===== src/rtl/hub75_fb_writer.sv =====
// hub75_fb_writer: write side of a double-buffered HUB75 framebuffer.
// Takes a raster-order RGB222 pixel stream (valid/ready + start-of-frame),
// writes each pixel into the top- or bottom-half bank of the back page and
// swaps pages on the scanner's frame boundary once a full frame is written.
// Optional build macro: FB_WRITER_RESYNC_EN (s_sof during a frame restarts it).
module hub75_fb_writer #(
  parameter int unsigned COLS  = 64,
  parameter int unsigned ROWS  = 32,
  parameter int unsigned PIX_W = 6
) (
  input  logic                                   clk,
  input  logic                                   rst,
  input  logic [PIX_W-1:0]                       s_data,
  input  logic                                   s_valid,
  input  logic                                   s_sof,
  output logic                                   s_ready,
  input  logic                                   disp_vsync,
  output logic                                   wr_en_top,
  output logic                                   wr_en_bot,
  output logic [$clog2(ROWS)+$clog2(COLS)-1:0]   wr_addr,
  output logic [PIX_W-1:0]                       wr_data,
  output logic                                   front_page,
  output logic                                   frame_done,
  output logic                                   sof_err
);

  localparam int unsigned CW = $clog2(COLS);
  localparam int unsigned RW = $clog2(ROWS);
  localparam logic [CW-1:0] COL_LAST = CW'(COLS - 1);
  localparam logic [RW-1:0] ROW_LAST = RW'(ROWS - 1);
  localparam logic [CW-1:0] COL_ONE  = CW'(1);
  localparam logic [RW-1:0] ROW_ONE  = RW'(1);

  typedef enum logic [1:0] {
    IDLE      = 2'd0,
    WRITE     = 2'd1,
    WAIT_SWAP = 2'd2
  } state_t;

  state_t           r_state, w_state_nx;
  logic [CW-1:0]    r_col, w_col_nx, w_wcol;
  logic [RW-1:0]    r_row, w_row_nx, w_wrow;
  logic             w_acc, w_wr, w_err, w_swap;

  assign s_ready = (r_state != WAIT_SWAP) && !rst;
  assign w_acc   = s_valid && s_ready;

  // Next-state, next-counter and write-target decode.
  always_comb begin
    w_state_nx = r_state;
    w_col_nx   = r_col;
    w_row_nx   = r_row;
    w_wcol     = r_col;
    w_wrow     = r_row;
    w_wr       = 1'b0;
    w_err      = 1'b0;
    w_swap     = 1'b0;
    unique case (r_state)
      IDLE: begin
        if (w_acc && s_sof) begin
          w_wr       = 1'b1;
          w_wcol     = '0;
          w_wrow     = '0;
          w_col_nx   = COL_ONE;
          w_row_nx   = '0;
          w_state_nx = WRITE;
        end
      end
      WRITE: begin
        if (w_acc) begin
          w_wr  = 1'b1;
          w_err = s_sof;
`ifdef FB_WRITER_RESYNC_EN
          if (s_sof) begin
            w_wcol   = '0;
            w_wrow   = '0;
            w_col_nx = COL_ONE;
            w_row_nx = '0;
          end else
`endif
          if (r_col == COL_LAST) begin
            w_col_nx = '0;
            if (r_row == ROW_LAST) begin
              w_row_nx   = '0;
              w_state_nx = WAIT_SWAP;
            end else begin
              w_row_nx = r_row + ROW_ONE;
            end
          end else begin
            w_col_nx = r_col + COL_ONE;
          end
        end
      end
      WAIT_SWAP: begin
        if (disp_vsync) begin
          w_swap     = 1'b1;
          w_state_nx = IDLE;
        end
      end
      default: w_state_nx = IDLE;
    endcase
  end

  // State, counters, page select and registered write port.
  always_ff @(posedge clk or posedge rst) begin
    if (rst) begin
      r_state    <= IDLE;
      r_col      <= '0;
      r_row      <= '0;
      wr_en_top  <= 1'b0;
      wr_en_bot  <= 1'b0;
      wr_addr    <= '0;
      wr_data    <= '0;
      front_page <= 1'b0;
      frame_done <= 1'b0;
      sof_err    <= 1'b0;
    end else begin
      r_state    <= w_state_nx;
      r_col      <= w_col_nx;
      r_row      <= w_row_nx;
      wr_en_top  <= w_wr && !w_wrow[RW-1];
      wr_en_bot  <= w_wr && w_wrow[RW-1];
      frame_done <= w_swap;
      sof_err    <= w_err;
      if (w_swap) front_page <= ~front_page;
      if (w_wr) begin
        wr_addr <= {~front_page, w_wrow[RW-2:0], w_wcol};
        wr_data <= s_data;
      end
    end
  end

endmodule


===== config.mk =====
export PLATFORM = sky130hd
export DESIGN_NAME = hub75_fb_writer
export DESIGN_NICKNAME = d
export VERILOG_FILES = /design/src/rtl/hub75_fb_writer.sv
export SDC_FILE = /design/constraint.sdc
export NUM_CORES = 1
export LEC_CHECK = 0
export ABC_CLOCK_PERIOD_IN_PS = 1710
export BUFFER_PORTS_ARGS = -buffer_cell sky130_fd_sc_hd__buf_2
export CAP_MARGIN = 20
export CELL_PAD_IN_SITES_DETAIL_PLACEMENT = 1
export CELL_PAD_IN_SITES_GLOBAL_PLACEMENT = 2
export CORE_ASPECT_RATIO = 1.4
export CORE_MARGIN = 2
export CORE_UTILIZATION = 34
export DETAILED_ROUTE_END_ITERATION = 10
export PLACE_DENSITY = 0.75
export SYNTH_ARGS = -nofsm -noshare
export SYNTH_HDL_FRONTEND = slang
export SYNTH_SLANG_ARGS = --single-unit

===== constraint.sdc =====
create_clock -name clk -period 1.71 [get_ports clk]
set_input_delay 0.4275 -clock clk [delete_from_list [all_inputs] [get_ports clk]]
set_output_delay 0.4275 -clock clk [all_outputs]
set_load 0.02 [all_outputs]

==> results.py <==
metrics = {
    "run": {
        "maxCapViolations": 0,
    },
    "worst_setup_path": {
        "startpoint_type": "flop",
        "r2r_slack_ps": 70,
        "critPathRequiredTime_ps": 1900,
        "max_stage_delay_ps": 400,
        "critical_path_buf_inv_count": 0,
        "cpMaxStageDelayCell": "dfrtp_1",
        "crit_fanout": 4,
        "cp_cell_sequence": "ha_2 -> and3_1 -> ha_1 -> nand4b_1 -> o32ai_2",
        "crit_arrival_ps": 1840,
        "crit_type": "flop to flop",
        "cp_top_family": "simple AND/OR/NAND/NOR gates",
        "end_kind": "flop",
    },
    "clock_tree": {
        "cts_buffers": 5,
        "path_clk_slew_ps": 70,
        "holdBufCountCts": 0,
        "cts-root-buf": "clkbuf_8",
        "cts_tree": "done",
        "clock_sinks": 35,
        "htreeDepth": 2,
        "clock_path_buffers": 2,
        "clk-insertion-delay-late_ps": 280,
    },
    "drt": {
        "drt_pass1_iterations": 3,
        "avgViaCountPerCell": 5.064,
        "routed_wl_um": 3660,
        "dr_total_vias": 1185,
        "drc": 0,
        "antenna_left": 0,
        "drt_iter0_drc": 24,
        "wl_per_cell_um": 15.64,
    },
    "layout": {
        "fin_nets": 187,
        "drive_gt1_frac": 0.3793,
        "final_core_util": 0.4529,
        "area_growth_pct": 27.75,
        "instances_no_fill": 234,
        "fillers": 500,
        "mostFrequentLayoutCells": "dfrtp_1, buf_2, buf_4",
        "final_common_cell": "dfrtp_1",
        "diodes": 0,
    },
    "power": {
        "ir_drop_uv": 485.5,
        "p_leak_uw": 0.0009572,
        "power.density_nw_per_um2": 1306,
    },
    "synth": {
        "avgSynthCellArea_um2": 12.12,
        "syn-num-nets": 139,
        "postSynthCellCount": 125,
        "seq_area_frac_synth": 0.5780,
        "netlist_area_um2": 1515,
        "ys_seq_elements": 35,
        "yosysWarnings": 0,
        "synth.distinct_cells": 34,
    },
    "timing": {
        "post-route-min-period_ps": 1643,
        "finalClockSkew_ps": 3.342,
        "tns_ps": 0,
        "min_period_over_period": 0.9611,
        "rsz0062_at_grt": "no",
        "setup_viol": 0,
        "fmax_mhz": 608.5,
        "report.final.slew_viol_count": 0,
        "slew-limit-headroom": 0.7004,
        "hold_viol_final": 0,
        "worst_pin_slew_ps": 449.4,
    },
    "floorplan": {
        "rows": 28,
        "die-area_um2": 5014,
        "dieWidth_um": 60.42,
        "ios": 34,
        "fp.dieH_um": 82.99,
        "start_util": 0.3545,
        "core_area_um2": 4274,
    },
    "placement": {
        "gp_congestion": 0.7008,
        "dp_hpwl_um": 2655,
        "place_inst": 225,
        "portBuffers": 33,
    },
    "global_routing": {
        "grt_pass1_wl_um": 6182,
        "antenna_found_initial": 0,
        "grt_pass1_vias": 1245,
        "grt_max_degree": 36,
        "overflow": 0,
        "grt_usage": 0.1654,
    },
    "run_status": {
        "status": "finished clean",
    },
    "hold_path": {
        "hold_path_class": "primary input to asynchronous set/reset pin",
    },
}
[cell usage after synthesis]
cell type,n,area share
clkbuf_1,3,0.0074
xor2_1,2,0.012
nor2_1,3,0.0074
a32o_1,2,0.013
nand3b_1,1,0.0050
o21a_1,1,0.0050
a21oi_1,6,0.020
mux2i_1,2,0.013
nand3_1,3,0.0099
and2_1,3,0.012
a211oi_1,3,0.015
buf_6,2,0.015
o21ai_0,8,0.026
ha_1,3,0.025
inv_1,5,0.012
a22o_1,11,0.064
nand4_1,3,0.012
buf_2,1,0.0033
nand2_1,5,0.012
a31oi_1,1,0.0041
mux2_2,6,0.045
a21o_1,2,0.0099
nand4b_1,1,0.0058
dfrtp_1,35,0.58
nand2b_1,1,0.0041
o32ai_1,1,0.0058
o2bb2ai_1,1,0.0058
nor3_1,1,0.0033
and3_1,3,0.012
or2_2,1,0.0041
nor3b_4,1,0.012
nor2b_1,2,0.0083
nor3b_2,1,0.0083
o21ai_1,1,0.0033
[stage by stage]
step | power (µW) | hold WS [ps] | area, µm² | worst slack, ps
after floorplan | 1591 | 445.0 | 1515 | 157.6
after global placement | 1855 | 456.8 | 1818 | 134.3
after detailed placement | 1895 | 476.4 | 1818 | 46.87
after CTS | 2565 | 315.8 | 1918 | 12.82
after global routing | 2702 | 346.1 | 1936 | 13.16
final | 2529 | 303.2 | 1936 | 66.56
[tightest hold or removal path, cell delays in order]
cell and delay (ps):
buf_2 140, inv_1 60, buf_4 390
[layout make-up]
class	count	area [µm²]	share of cell area
Tap cell	60	75.07	0.03878
Multi-Input combinational cell	79	595.6	0.3077
Clock buffer	8	100.1	0.05171
Inverter	5	18.77	0.009696
Sequential cell	35	875.8	0.4525
Timing Repair Buffer	47	270.3	0.1396
[layer usage]
layer	GRT usage	wire length [µm]	vias up
met5	0	0	-
met4	0.06126	68	0
met3	0.04673	129	7
met2	0.2638	1942	29
met1	0.2084	1519	598
li1	-	-	551
[worst paths after layout]
path | depth (start not counted) | end | start
min in group clk | 2 | r_state[1]$_DFFE_PP0P_ | disp_vsync
worst max-delay path | 5 | r_row[2]$_DFFE_PP0P_ | r_row[1]$_DFFE_PP0P_
worst min-delay path | 3 | wr_data[4]$_DFFE_PP0P_ | rst
worst max register to register | 5 | r_row[2]$_DFFE_PP0P_ | r_row[1]$_DFFE_PP0P_
worst min register to register | 2 | wr_addr[10]$_DFFE_PP0P_ | wr_addr[10]$_DFFE_PP0P_
max in group asynchronous | 3 | wr_addr[9]$_DFFE_PP0P_ | rst
[cells by family (layout without fill, tap and decap cells)]
family	count (synthesis)	count (layout)	share of synthesized area
AO/OA/AOI/OAI	37	37	0.1718
XOR/XNOR	2	2	0.01156
adder cells (fa/ha/maj)	3	3	0.02478
buffers and inverters	11	60	0.03798
flip-flops	35	35	0.5780
multiplexers	8	8	0.05780
AND/OR/NAND/NOR	29	29	0.1181
[sequential cells by signal (all words and copies together) (netlist names)]
signal      flops
r_state         2
frame_done      1
front_page      1
r_col           6
wr_addr        11
sof_err         1
wr_en_bot       1
r_row           5
wr_en_top       1
wr_data         6
[repair_timing]
action                     4_1_cts  5_1_grt
setup endpoints to repair        0        1
buffers inserted                 0        1
resized for setup                0        2
[power by group]
part	internal [µW]	total, µW	leakage (µW)	switching [µW]
sequential	1000	1120	0.000447	119
clock	368	657	0.0000515	289
combinational	324	753	0.000459	429
No activity file was read; power rests on OpenSTA's default activity.
